[src/rtl/hazard_detect_unit_pkg.sv]
// hazard_detect_unit_pkg
// Shared types for the hazard detection unit: instruction class encodings,
// forward-select constants, tracked slot payloads and the slot/operand
// match helper used by the top.
package hazard_detect_unit_pkg;

    localparam int unsigned REG_AW = 5;
    localparam int unsigned FWD_W  = 2;

    typedef enum logic [1:0] {
        HZ_NONE  = 2'd0,
        HZ_ALU   = 2'd1,
        HZ_LOAD  = 2'd2,
        HZ_STORE = 2'd3
    } hz_optype_e;

    localparam logic [FWD_W-1:0] FWD_REGFILE  = 2'd0;
    localparam logic [FWD_W-1:0] FWD_EX_ALU   = 2'd1;
    localparam logic [FWD_W-1:0] FWD_MEM_ALU  = 2'd2;
    localparam logic [FWD_W-1:0] FWD_MEM_LOAD = 2'd3;

    // EX keeps rs2 so a store's data operand can be matched against MEM.
    typedef struct packed {
        hz_optype_e        optype;
        logic [REG_AW-1:0] rd;
        logic [REG_AW-1:0] rs2;
    } ex_slot_t;

    typedef struct packed {
        hz_optype_e        optype;
        logic [REG_AW-1:0] rd;
    } mw_slot_t;

    // A slot produces an ID operand only if that operand is really read,
    // is not x0, and the slot writes rd from the ALU or from a load.
    function automatic logic slot_hit(input logic              use_rs,
                                      input logic [REG_AW-1:0] rs,
                                      input hz_optype_e        optype,
                                      input logic [REG_AW-1:0] rd);
        return use_rs && (rs != '0) && (rd == rs) &&
               ((optype == HZ_ALU) || (optype == HZ_LOAD));
    endfunction

endpackage

[src/rtl/hazard_slot_pipe.sv]
// hazard_slot_pipe
// EX/MEM/WB shadow registers of the instructions in flight.
// Ports:
//   clk, rst  - clock, synchronous active-high reset (clears all slots)
//   bubble    - load an empty slot into EX instead of the ID instruction
//   id_slot   - {optype, rd, rs2} of the instruction leaving ID
//   ex_slot, mem_slot, wb_slot - current slot contents
module hazard_slot_pipe
    import hazard_detect_unit_pkg::*;
(
    input  logic     clk,
    input  logic     rst,
    input  logic     bubble,
    input  ex_slot_t id_slot,
    output ex_slot_t ex_slot,
    output mw_slot_t mem_slot,
    output mw_slot_t wb_slot
);

    localparam ex_slot_t EX_EMPTY = '{optype: HZ_NONE, rd: '0, rs2: '0};
    localparam mw_slot_t MW_EMPTY = '{optype: HZ_NONE, rd: '0};

    ex_slot_t ex_d,  ex_q;
    mw_slot_t mem_d, mem_q;
    mw_slot_t wb_d,  wb_q;

    // Advance the slots; a bubble replaces the ID instruction entering EX.
    always_comb begin
        ex_d  = id_slot;
        mem_d = '{optype: ex_q.optype, rd: ex_q.rd};
        wb_d  = mem_q;
        if (bubble) begin
            ex_d = EX_EMPTY;
        end
    end

    always_ff @(posedge clk) begin
        if (rst) begin
            ex_q  <= EX_EMPTY;
            mem_q <= MW_EMPTY;
            wb_q  <= MW_EMPTY;
        end else begin
            ex_q  <= ex_d;
            mem_q <= mem_d;
            wb_q  <= wb_d;
        end
    end

    assign ex_slot  = ex_q;
    assign mem_slot = mem_q;
    assign wb_slot  = wb_q;

endmodule

[src/rtl/hazard_detect_unit.sv]
// hazard_detect_unit
// Data-hazard detection for a 5-stage pipeline: forwarding selects for the
// ID operands and store data, load-use stall and branch flush control.
// Optional feature macro: HAZARD_FORWARD_EN (forwarding on). Without it all
// selects are 0 and any EX/MEM producer of an ID operand stalls.
// Ports:
//   clk, rst                      - clock, synchronous active-high reset
//   rs1_id, rs2_id, rd_id         - register fields of the ID instruction
//   rs1use_id, rs2use_id          - operand-used flags
//   hazard_optype_id              - ID class: NONE/ALU/LOAD/STORE
//   branch_id                     - redirect taken in ID
//   forward_ctrl_A/B              - ID operand source select
//   forward_ctrl_ls               - store-data source for the store in EX
//   PC_EN_IF, reg_FD_EN           - PC and IF/ID write enables
//   reg_FD_flush, reg_DE_flush    - bubble into IF/ID and ID/EX
// All outputs are combinational from the slots and ID inputs.
module hazard_detect_unit
    import hazard_detect_unit_pkg::*;
(
    input  logic              clk,
    input  logic              rst,
    input  logic [REG_AW-1:0] rs1_id,
    input  logic [REG_AW-1:0] rs2_id,
    input  logic [REG_AW-1:0] rd_id,
    input  logic              rs1use_id,
    input  logic              rs2use_id,
    input  logic [1:0]        hazard_optype_id,
    input  logic              branch_id,
    output logic [FWD_W-1:0]  forward_ctrl_A,
    output logic [FWD_W-1:0]  forward_ctrl_B,
    output logic              forward_ctrl_ls,
    output logic              PC_EN_IF,
    output logic              reg_FD_EN,
    output logic              reg_FD_flush,
    output logic              reg_DE_flush
);

    hz_optype_e id_optype_c;
    ex_slot_t   id_slot_c;
    ex_slot_t   ex_slot;
    mw_slot_t   mem_slot;
    mw_slot_t   wb_slot;
    logic       stall_c;
    logic       ex_hit1_c, ex_hit2_c, mem_hit1_c, mem_hit2_c;
    logic       unused_c;

    assign id_optype_c = hz_optype_e'(hazard_optype_id);
    assign id_slot_c   = '{optype: id_optype_c, rd: rd_id, rs2: rs2_id};

    hazard_slot_pipe u_slot_pipe (
        .clk      (clk),
        .rst      (rst),
        .bubble   (stall_c),
        .id_slot  (id_slot_c),
        .ex_slot  (ex_slot),
        .mem_slot (mem_slot),
        .wb_slot  (wb_slot)
    );

    // WB is tracked for visibility only: the regfile writes before it is read.
    assign unused_c = ^{wb_slot, ex_slot.rs2};

    // EX ALU result is newest, so it wins over anything in MEM.
    function automatic logic [FWD_W-1:0] fwd_sel(input logic       ex_hit,
                                                 input hz_optype_e ex_op,
                                                 input logic       mem_hit,
                                                 input hz_optype_e mem_op);
        if (ex_hit && (ex_op == HZ_ALU))         return FWD_EX_ALU;
        else if (mem_hit && (mem_op == HZ_ALU))  return FWD_MEM_ALU;
        else if (mem_hit && (mem_op == HZ_LOAD)) return FWD_MEM_LOAD;
        else                                     return FWD_REGFILE;
    endfunction

    // Operand matches, stall and forward selection.
    always_comb begin
        ex_hit1_c       = slot_hit(rs1use_id, rs1_id, ex_slot.optype, ex_slot.rd);
        ex_hit2_c       = slot_hit(rs2use_id, rs2_id, ex_slot.optype, ex_slot.rd);
        mem_hit1_c      = slot_hit(rs1use_id, rs1_id, mem_slot.optype, mem_slot.rd);
        mem_hit2_c      = slot_hit(rs2use_id, rs2_id, mem_slot.optype, mem_slot.rd);
        stall_c         = 1'b0;
        forward_ctrl_A  = FWD_REGFILE;
        forward_ctrl_B  = FWD_REGFILE;
        forward_ctrl_ls = 1'b0;
`ifdef HAZARD_FORWARD_EN
        // A store's data operand can wait one cycle for MEM load data.
        stall_c = (ex_slot.optype == HZ_LOAD) &&
                  (ex_hit1_c || (ex_hit2_c && (id_optype_c != HZ_STORE)));
        forward_ctrl_A  = fwd_sel(ex_hit1_c, ex_slot.optype, mem_hit1_c, mem_slot.optype);
        forward_ctrl_B  = fwd_sel(ex_hit2_c, ex_slot.optype, mem_hit2_c, mem_slot.optype);
        forward_ctrl_ls = (ex_slot.optype == HZ_STORE) && (mem_slot.optype == HZ_LOAD) &&
                          (mem_slot.rd == ex_slot.rs2) && (mem_slot.rd != '0);
`else
        stall_c = ex_hit1_c || ex_hit2_c || mem_hit1_c || mem_hit2_c;
`endif
    end

    // Pipeline control; a redirect is held off until its operands resolve.
    always_comb begin
        PC_EN_IF     = ~stall_c;
        reg_FD_EN    = ~stall_c;
        reg_DE_flush = stall_c;
        reg_FD_flush = branch_id & ~stall_c;
    end

endmodule

[config.mk]
export PLATFORM = sky130hd
export DESIGN_NAME = hazard_detect_unit
export DESIGN_NICKNAME = d
export VERILOG_FILES = /design/src/rtl/hazard_detect_unit_pkg.sv /design/src/rtl/hazard_slot_pipe.sv /design/src/rtl/hazard_detect_unit.sv
export SDC_FILE = /design/constraint.sdc
export NUM_CORES = 1
export LEC_CHECK = 0
export BUFFER_PORTS_ARGS = -buffer_cell sky130_fd_sc_hd__buf_2
export CAP_MARGIN = 20
export CORE_MARGIN = 4
export CORE_UTILIZATION = 30
export CTS_CLUSTER_DIAMETER = 60
export DETAILED_ROUTE_END_ITERATION = 12
export PLACE_DENSITY = 0.61
export REMOVE_ABC_BUFFERS = 1
export SKIP_LAST_GASP = 1
export SYNTH_ARGS = -nofsm -noshare
export SYNTH_HDL_FRONTEND = slang
export SYNTH_HIERARCHICAL = 1
export SYNTH_SLANG_ARGS = --single-unit
[constraint.sdc]
create_clock -name clk -period 2.8 [get_ports clk]
set_clock_uncertainty 0.1 [all_clocks]
set_input_delay 0.28 -clock clk [delete_from_list [all_inputs] [get_ports clk]]
set_output_delay 0.28 -clock clk [all_outputs]
set_load 0.02 [all_outputs]
==> flow_results.org, run 1 <==
** Cells and area
- Final cell area excluding filler cells :: about 950 µm²
- Leaving out fill and tap cells, the most frequent cells in the layout are buf_2, dfxtp_1, xnor2_1, xor2_1, nor3b_2.
- Area added between synthesis and finish :: 15.7%
- Final Net Count :: about 130
- 0 antenna diodes ended up in the layout.
- Filler cell count :: between 200 and 300
- Of the cells placed in the final design, the portion with a size suffix greater than 1 is 0.422.
- Most common library cell in the layout ignoring fill and taps :: buf_2

** Worst setup path
- Element type at the critical path start :: flop
- In this run the critical register-to-register path is captured at u_slot_pipe/ex_slot[8]$_SDFF_PP0_.
- CP arrival :: 1.85 ns
- Critical path capture point type :: primary output
- The worst register-to-register path has a setup slack of ~0.93 ns.
- Together, buffers and inverters on the worst path number 1.
- Cells traversed along the worst timing path :: xor2_1 > nor4_1 > nand3_2 > a21oi_2 > a31o_1 > buf_2
- The largest individual stage delay along the critical path comes from the cell nor4_1.
- Cell count of the worst reg-to-reg path :: 7
- Reg-to-reg startpoint :: u_slot_pipe/ex_slot[5]$_SDFF_PP0_
- The critical path is of the reg2out type.
- Worst path top cell family by delay :: simple AND/OR/NAND/NOR gates
- For this run, the slowest stage of the critical path takes around 0.37 ns.
- Worst Path Max Fanout :: 3
- Critical Path RT :: approximately 2.4 ns

** Placement
- After detailed placement, the total cell area comes to about 930 µm².
- Summed over all nets, the half-perimeter wirelength after detailed placement is between 1000 and 1500 µm.
- Routability-driven placement congestion ratio :: roughly 0.77
- Number of buffers added on ports :: 25

** Global routing
- All-Layer GR Usage :: 0.0968
- First-pass GRT wire length :: roughly 2600 µm
- Vias in the first global route :: around 570
- Pin count of the biggest net entering global routing :: 15
- After global routing the overflow that remains totals 0.
- The initial antenna violation count is 0.

** Synth
- Cell area after synthesis :: a little over 800 µm²
- For this run, the number of Yosys warnings is 6.
- After synthesis, the mean cell area works out to roughly 11 µm².
- Gate count of the mapped netlist :: a little under 80

** Clock tree
- Clock latency on the worst-skew pair, taken at its later pin, is about 0.26 ns.
- Counting the buffers created by CTS gives 3.
- After clock tree synthesis, the clock-pin slew on the worst setup and hold paths is around 0.07 ns.
- Clock root cell :: clkbuf_4
- Post-CTS repair changed the size of 0 cells.
- Number of levels the H-tree was split into :: 1
- In this run, post-CTS hold repair placed 0 buffers.
- TritonCTS built the clock tree.
- CTS saw 14 sinks.
- Post-CTS timing repair inserted 0 buffers for setup.
- Deepest clock path buffer count :: 2

** Routing
- After the first detailed-routing iteration, the DRC count stood at 4.
- Before antenna repair, the detailed router went through 4 iterations.
- Remaining DRCs :: 0
- Routed via count :: approximately 580
- In this run the remaining antenna-violating nets after routing total 0.
- The final layout contains routed wiring with a total length of around 1600 µm.
- Dividing the detail-routed wire length by the instance count gives 12.0 µm.
- In the routed layout, each cell is associated on average with a via count of approximately 4.4.

** Floorplan
- Number of top-level design ports :: 31
- Die Ht :: between 60 and 70 µm
- In this run the core area contains 18 standard-cell rows.
- For this configuration, the core starts out at a cell density of 0.323.
- Area of the core :: about 0.0025 mm²
- Horizontal die dimension :: slightly above 60 µm
- The die covers approximately 0.0036 mm².

** Worst hold path
- Hold/Removal Path Class :: in2reg
- Number of cells traversed by the worst hold path :: 2
- Start point of the worst hold path :: rd_id[4]
- Hold Path Sink :: u_slot_pipe/ex_slot[9]$_SDFF_PP0_

** Timing
- Adding up every negative setup slack in the final design gives 0 ns.
- Post-route fraction of the period consumed by the critical path :: 0.795
- RSZ-0062 raised after global routing :: no
- The number of max-slew violations in the final report came to 0.
- Setup violations remaining at the end of the flow were counted as 0.
- Counting I/O delays and the setup requirement, the final critical path takes ~2.2 ns.
- F_max :: between 400 and 500 MHz
- Number of endpoints with negative hold slack in the final report :: 0

** Pwr
- For this design the ratio of total power to cell area is between 400 and 500 mW/mm².
- Worst vdd rail ir drop :: 0.293 mV
- Leak :: 0.404 nW

** Outcome
- The run finished with clean final reports.

** Flow run
- The tool flagged a number of max-cap violations equal to 0.
## through the flow
step | utilization | instances | worst slack (ns) | hold WS, ns | power, W
after detailed placement | 0.364 | 129 | 0.802 | 0.374 | 0.000305
final | 0.373 | 132 | 0.573 | 0.150 | 0.000403
after global placement | 0.364 | 129 | 0.805 | 0.369 | 0.000303
after global routing | 0.373 | 132 | 0.447 | 0.139 | 0.000430
after floorplan | - | 73 | 0.771 | 0.251 | 0.000270
after CTS | 0.373 | 132 | 0.555 | 0.148 | 0.000407
## how the worst max path moves through the flow
stage	start	end	depth (start not counted)	slack [ns]
2_1_floorplan	rs2_id[1]	PC_EN_IF	4	0.77
3_3_place_gp	rs2_id[2]	reg_DE_flush	7	0.81
3_5_place_dp	rs2_id[0]	reg_DE_flush	7	0.80
4_1_cts	u_slot_pipe/mem_slot[5]$_SDFF_PP0_	reg_DE_flush	6	0.55
5_1_grt	u_slot_pipe/mem_slot[5]$_SDFF_PP0_	reg_DE_flush	6	0.45
6_report	u_slot_pipe/ex_slot[5]$_SDFF_PP0_	reg_DE_flush	6	0.57
## sequential cells by signal (all words and copies together) (netlist names)
signal / flops
u_slot_pipe/ex_slot: 7
u_slot_pipe/mem_slot: 7
## power by group
group          internal, W  total (W)  switching (W)
combinational    0.0000399  0.0000812      0.0000413
sequential        0.000209   0.000219     0.00000927
clock            0.0000496   0.000103      0.0000534
## cell type report
type                       instances  area, µm²  area share
multi-input combinational         58        473       0.498
sequential                        14        280       0.295
tap                               30       37.5      0.0395
timing repair buffer              26        133       0.140
clock buffer                       3       22.5      0.0237
inverter                           1       3.75     0.00395
## layer usage
metal  track usage  up-vias  wire length, µm
met5             0        -                0
li1              -      303                -
met1         0.125      253              678
met3        0.0194        2              162
met4        0.0475        0                6
met2         0.153       25              741
Note: power is estimated with default switching activity, not from simulation.
==> inputs of run 2 (changes only) <==
==> constraint.sdc (replaced) <==
create_clock -name clk -period 2.1 [get_ports clk]
set_clock_uncertainty 0.1 [all_clocks]
set_input_delay 0.21 -clock clk [delete_from_list [all_inputs] [get_ports clk]]
set_output_delay 0.21 -clock clk [all_outputs]
set_load 0.02 [all_outputs]
==> flow_results.org, run 2 (synthesis gave the netlist of run 1 again) <==
** Pwr
- The share of total power dissipated in the clock network is 0.256.
- Sequential group share of total power :: 0.537
- Total power per unit cell area :: between 500 and 600 mW/mm²
- Cell internal power dissipation :: 0.000401 W
- Of the total power, the share spent switching nets is 0.264.
- Net switching power :: 0.000144 W
- The share of total power dissipated in combinational logic is 0.208.
- Across the VDD grid, the largest voltage drop is roughly 0.31 mV.
- Leak :: 0.409 nW

** Routing
- Summing over every cut layer, the via total after detailed routing is a little under 600.
- The final layout contains routed wiring with a total length of about 1600 µm.
- Final antenna-violating net count :: 0
- Met3 Wirelength :: 168 µm
- Remaining DRCs :: 0
- Dividing the detail-routed via count by the number of cells gives approximately 4.5.
- Met1 Routed Length :: approximately 630 µm
- The highest metal layer carrying signal wires in the routed design is met4.
- After detailed routing, the average wire length per cell comes to between 10 and 15 µm.
- Number of iterations in the first detailed-routing pass :: 2
- Routed wl met2 :: ~800 µm
- In this run, the number of DRC markers left after iteration 0 of detailed routing was 1.

** Global routing
- The initial antenna violation count was 0.
- GRT overflow :: 0
- All-Layer GR Usage :: 0.0889
- Vias in the first global route :: 572
- First-pass GRT wire length :: about 2400 µm
- Pin count of the biggest net entering global routing :: 15

** Floorplan
- Number of top-level design ports :: 31
- Row generation in the floorplan step produced 18 rows.
- Area of the die :: roughly 0.0036 mm²
- Horizontal die dimension :: 60.3 µm
- The die is 60.3 µm tall.
- Effective utilization at floorplan :: 0.323
- Area of the core :: 0.00254 mm²

** Placement
- Counting tap cells, the placed design contains a total of between 100 and 150 instances.
- Placed standard-cell area :: roughly 900 µm²
- At the placement stage, the worst setup path has a slack of roughly 0.26 ns.
- Final HPWL DP :: ~1300 µm
- Routability-driven placement finished with a final weighted congestion of 0.754.
- Number of buffers added on ports :: 25

** Cells and area
- Most frequent cells in the layout :: buf_2, xnor2_1, dfxtp_1
- 0 antenna diodes ended up in the layout.
- In the final layout, the share of cells above drive strength 1 is 0.480.
- The filler cells instantiated in the layout total ~260.
- After the last flow step, the layout net total stands at between 100 and 150.
- Final cell area excluding filler cells :: 986 µm²
- Finished Layout Cells :: roughly 130
- Most common library cell in the layout ignoring fill and taps :: buf_2
- Area added between synthesis and finish :: 20.1%

** Clock tree
- After clock tree synthesis, the clock-pin slew on the worst setup and hold paths is approximately 0.07 ns.
- For this design, the CTS-stage hold fixing added 0 buffers.
- Clock root cell :: clkbuf_4
- Clock insertion delay at the later pin of the skew report :: 0.27 ns
- Deepest clock path buffer count :: 2
- Number of buffers created by CTS :: 3
- CTS built an H-tree with a depth of 1.
- TritonCTS sink count :: 14
- TritonCTS built the clock tree.

** Timing
- Number of endpoints with negative hold slack in the final report :: 0
- F_max :: 485 MHz
- The number of max-slew violations in the final report is 0.
- Final min period :: 2.06 ns
- Setup slack closes at between 0.03 and 0.04 ns.
- Post-route fraction of the period consumed by the critical path :: 0.981
- On the final layout, the worst hold slack is about 0.077 ns.
- RSZ-0062 raised after global routing :: yes
- Total of endpoints with negative setup slack in the final report :: 0
- Sum of negative setup slack :: 0 ns

** Worst setup path
- The worst register-to-register path ends at u_slot_pipe/ex_slot[11]$_SDFF_PP0_.
- Worst R2R Setup Slack :: between 0.2 and 0.3 ns
- CP arrival :: around 1.8 ns
- Worst Path Max Fanout :: 3
- The worst setup path is of the reg2out kind.
- Reg-to-reg startpoint :: u_slot_pipe/mem_slot[2]$_SDFF_PP0_
- Critical Path RT :: 1.79 ns
- The worst setup path is launched from a flop.
- Cell count of the worst reg-to-reg path :: 7
- Critical path capture point type :: primary output

** Flow run
- Max-cap violation count :: 0

** Worst hold path
- Start point of the worst hold path :: rd_id[0]
- Number of cells traversed by the worst hold path :: 2
- Hold Path Sink :: u_slot_pipe/ex_slot[5]$_SDFF_PP0_
- The path class of the tightest hold or removal check is in2reg.

** Outcome
- The run finished with clean final reports.
run 2: power by group through the flow:
| stage | combinational (W) | sequential [W] | clock, W |
|---|---|---|---|
| after CTS | 0.000109 | 0.000292 | 0.000145 |
| final | 0.000113 | 0.000292 | 0.000139 |
| after global placement | 0.000107 | 0.000297 | 0 |
| after floorplan | 0.0000653 | 0.000295 | 0 |
| after global routing | 0.000125 | 0.000294 | 0.000153 |
| after detailed placement | 0.000108 | 0.000298 | 0 |
run 2: critical path, cell delays in order (launching register included):
cell and delay [ns]:
dfxtp_1 0.33, xor2_1 0.14, nor4_1 0.31, nand3_1 0.16, o31ai_2 0.12, a31o_1 0.28, buf_6 0.14
run 2: how the worst max path moves through the flow:
stage,startpoint,end,slack [ns],cells past startpoint
2_1_floorplan,rs2_id[1],PC_EN_IF,0.21,4
4_1_cts,u_slot_pipe/ex_slot[5]$_SDFF_PP0_,reg_DE_flush,0.01,6
5_1_grt,u_slot_pipe/ex_slot[8]$_SDFF_PP0_,reg_DE_flush,-0.05,6
3_5_place_dp,rs2_id[4],reg_DE_flush,0.26,7
6_report,u_slot_pipe/mem_slot[2]$_SDFF_PP0_,reg_DE_flush,0.04,6
3_3_place_gp,rs2_id[4],reg_DE_flush,0.27,7
run 2: layout make-up:
type | instances | area, µm² | area share
tap | 30 | 37.5 | 0.0381
clock buffer | 3 | 22.5 | 0.0228
inverter | 1 | 3.75 | 0.00381
timing repair buffer | 26 | 139 | 0.141
multi-input combinational | 58 | 499 | 0.506
sequential | 14 | 284 | 0.288
run 2: timing repair:
action | 4_1_cts | 5_1_grt
gates resized for setup | 2 | 7
setup endpoints to repair | 1 | 4
setup buffers | 0 | 0
pin swaps | 3 | 2
run 2: metrics by stage:
| step | total power, W | utilization |
|---|---|---|
| 3_5_place_dp | 0.000406 | 0.364 |
| 6_report | 0.000545 | 0.387 |
| 3_3_place_gp | 0.000404 | 0.364 |
| 2_1_floorplan | 0.000360 | - |
| 5_1_grt | 0.000572 | 0.387 |
| 4_1_cts | 0.000546 | 0.376 |
run 2: per-layer routing:
layer  GRT usage  vias to the layer above
li1            -                      299
met1       0.103                      269
met2       0.151                       25
met3      0.0194                        2
met4      0.0475                        0
met5           0                        -
==> inputs of run 3 (changes only) <==
--- a/config.mk
+++ b/config.mk
@@ -11,7 +11,7 @@
 export CORE_UTILIZATION = 30
 export CTS_CLUSTER_DIAMETER = 60
 export DETAILED_ROUTE_END_ITERATION = 12
-export PLACE_DENSITY = 0.61
+export PLACE_DENSITY = 0.63
 export REMOVE_ABC_BUFFERS = 1
 export SKIP_LAST_GASP = 1
 export SYNTH_ARGS = -nofsm -noshare
==> constraint.sdc (replaced) <==
create_clock -name clk -period 1.78 [get_ports clk]
set_clock_uncertainty 0.1 [all_clocks]
set_input_delay 0.178 -clock clk [delete_from_list [all_inputs] [get_ports clk]]
set_output_delay 0.178 -clock clk [all_outputs]
set_load 0.02 [all_outputs]
==> flow_results.org, run 3 (synthesis gave the netlist of run 1 again) <==
** Routing
- Dividing the detail-routed wire length by the instance count gives ~12 µm.
- For this run, the detailed router's first-pass iteration total came to 3.
- Remaining DRCs :: 0
- In the detailed route, the total length drawn on met2 is about 830 µm.
- In this run, the number of DRC markers left after iteration 0 of detailed routing was 11.
- Met1 Routed Length :: about 670 µm
- In the detailed route, the total length drawn on met3 is 147 µm.
- Ratio of routed vias to standard cells :: ~4.4
- The highest layer touched by signal routing is met4.
- Routed via count :: between 600 and 700
- Final antenna-violating net count :: 0
- Total wirelength of the detailed-routed design :: about 1700 µm

** Clock tree
- Clock tree synthesis found a total of 14 sinks.
- Clock tree synthesis selected as its root buffer the cell clkbuf_4.
- Clock-pin slew was measured on the worst setup and hold paths at about 0.07 ns.
- Deepest clock path buffer count :: 2
- In this run the number of H-tree levels came out at 1.
- TritonCTS clock tree :: done
- CTS Hold Bufs :: 0
- At the later pin of the worst-skew pair, clock insertion delay measures around 0.27 ns.
- In this run, CTS created clock tree buffers numbering 3.

** Timing
- Total of endpoints with negative setup slack in the final report :: 11
- Setup slack on the critical path of the routed design comes to -0.203 ns.
- RSZ-0062 raised after global routing :: yes
- Subtracting the final worst setup slack from the clock period gives approximately 2.0 ns.
- In the finished design, the share of the clock period the worst path needs comes to 1.11.
- Number of endpoints with negative hold slack in the final report :: 0
- Number of pins with negative max-slew slack in the final report :: 0
- Adding up every negative setup slack in the final design gives -0.897 ns.
- Static timing analysis puts the maximum clock frequency at just over 500 MHz.

** Worst hold path
- The worst hold path begins at hazard_optype_id[1].
- Hold/Removal Path Class :: in2reg

** Cells and area
- Summing all non-filler instances in the final layout gives an area of ~0.0011 mm².
- Most frequent cells in the layout :: buf_2, xor2_1, buf_4
- After filler insertion, the fill cell instance count of the layout stands at 275.
- Compared with the post-synthesis result, the final layout area differs by 33.1%.
- 0 antenna diodes ended up in the layout.
- Fraction of layout instances using a drive strength above 1 :: 0.580
- For this run, the post-layout net count is around 140.
- Most common library cell in the layout ignoring fill and taps :: buf_2
- Measured on the finished design, the core utilization comes to 0.429.

** Pwr
- The share of total power dissipated in sequential elements is 0.486.
- Cell internal power was estimated by the tool at 0.000536 W.
- Of the total power, the share spent switching nets is 0.248.
- Portion of total power attributed to the clock network :: 0.298
- For this design the ratio of total power to cell area is about 650 mW/mm².
- Final total power :: slightly above 0.0007 W
- Of the total power, combinational logic draws 0.216.
- Net switching power :: 0.000177 W
- Worst vdd rail ir drop :: about 0.55 mV
- Leak :: around 0.48 nW

** Placement
- Final HPWL DP :: roughly 1300 µm
- Number of buffers added on ports :: 25
- In this run the cell area measured after placement is ~970 µm².
- The congestion estimate from routability-driven global placement came to 0.807.

** Outcome
- Result of the run :: finished, violations left
- Violations in the final reports :: negative setup slack

** Worst setup path
- The setup path with the least slack is of type reg2out.
- Along the worst path, the maximum fanout reaches 2.
- Critical Path RT :: about 1.5 ns
- The worst setup path is captured at a primary output.
- The worst setup path is launched from a flop.
- Launching element of the worst setup path :: u_slot_pipe/mem_slot[0]$_SDFF_PP0_
- Reg-to-reg startpoint :: u_slot_pipe/ex_slot[10]$_SDFF_PP0_
- Data arrives at the worst endpoint at about 1.7 ns.

** Floorplan
- Area of the die :: approximately 0.0036 mm²
- The total area inside the core boundary comes to between 0.002 and 0.003 mm².
- The die is between 60 and 70 µm tall.
- The die is 60.3 µm wide.
- Row Count :: 18
- The initial utilization of the core area, before any placement, comes to 0.323.
- Pin placement for this block handled 31 I/O pins.

** Global routing
- The first global-routing pass estimated 2590 µm of wire.
- After global routing the overflow that remains totals 0.
- The initial antenna violation count was 0.
- The via count of the first global-routing pass was around 600.
- Pin count of the biggest net entering global routing :: 15
- In the global route stage, overall resource usage came out at 0.0952.

** Flow run
- Across the run, the number of max-cap violations was 0.
-- run 3: cell count changes in the layout (fill, tap and decap cells not counted), moves of 3 or more --
| cell | before | now |
|---|---|---|
| buf_4 | 1 | 10 |
| dfxtp_1 | 11 | 8 |
| dfxtp_2 | 3 | 6 |
| xnor2_1 | 11 | 8 |
| xnor2_2 | 0 | 3 |
-- run 3: power groups by stage --
stage / logic [W] / clock network [W] / registers, W
floorplan: 0.0000771 / 0 / 0.000347
global placement: 0.000136 / 0 / 0.000350
detailed placement: 0.000137 / 0 / 0.000350
CTS: 0.000145 / 0.000222 / 0.000344
global route: 0.000167 / 0.000233 / 0.000348
finish: 0.000154 / 0.000213 / 0.000346
-- run 3: timing repair --
item                                    in CTS  in global routing
resized for setup                            9                  7
endpoints found under the setup margin      11                 11
hold endpoints to repair                     0                  0
pin swaps                                    5                  2
setup buffers                                2                  2
-- run 3: area by class of cell --
type | count | area (µm²) | share of cell area
repair buffers | 35 | 213 | 0.195
flip-flops and latches | 14 | 288 | 0.263
clock buffers | 4 | 36.3 | 0.0332
well taps | 30 | 37.5 | 0.0344
multi-input cells | 58 | 514 | 0.471
inverters | 1 | 3.75 | 0.00344
-- run 3: routing by layer --
metal / up-vias / global-route usage
li1: 321 / -
met5: - / 0
met1: 274 / 0.122
met3: 2 / 0.0194
met2: 22 / 0.156
met4: 0 / 0.0380
-- run 3: final timing paths --
kind / cells past startpoint / end / slack (ns)
max reg2reg: 8 / u_slot_pipe/ex_slot[8]$_SDFF_PP0_ / -0.02
min reg2reg: 1 / u_slot_pipe/mem_slot[5]$_SDFF_PP0_ / 0.39
min: 2 / u_slot_pipe/ex_slot[11]$_SDFF_PP0_ / 0.05
max: 7 / reg_FD_EN / -0.20
-- run 3: metrics by stage --
step / hold slack [ns] / cells / setup WS (ns)
floorplan: 0.149 / 73 / -0.0865
global placement: 0.316 / 135 / -0.0324
detailed placement: 0.322 / 135 / -0.0721
CTS: 0.0394 / 141 / -0.218
global route: 0.0439 / 142 / -0.346
finish: 0.0460 / 142 / -0.203
-- run 3: critical path, cell delays in order, from the launching register on --
cell and delay (ns):
dfxtp_2 0.35, xor2_1 0.15, nor4_1 0.31, nand3_1 0.13
o31ai_2 0.08, buf_4 0.16, a31oi_1 0.09, buf_2 0.17
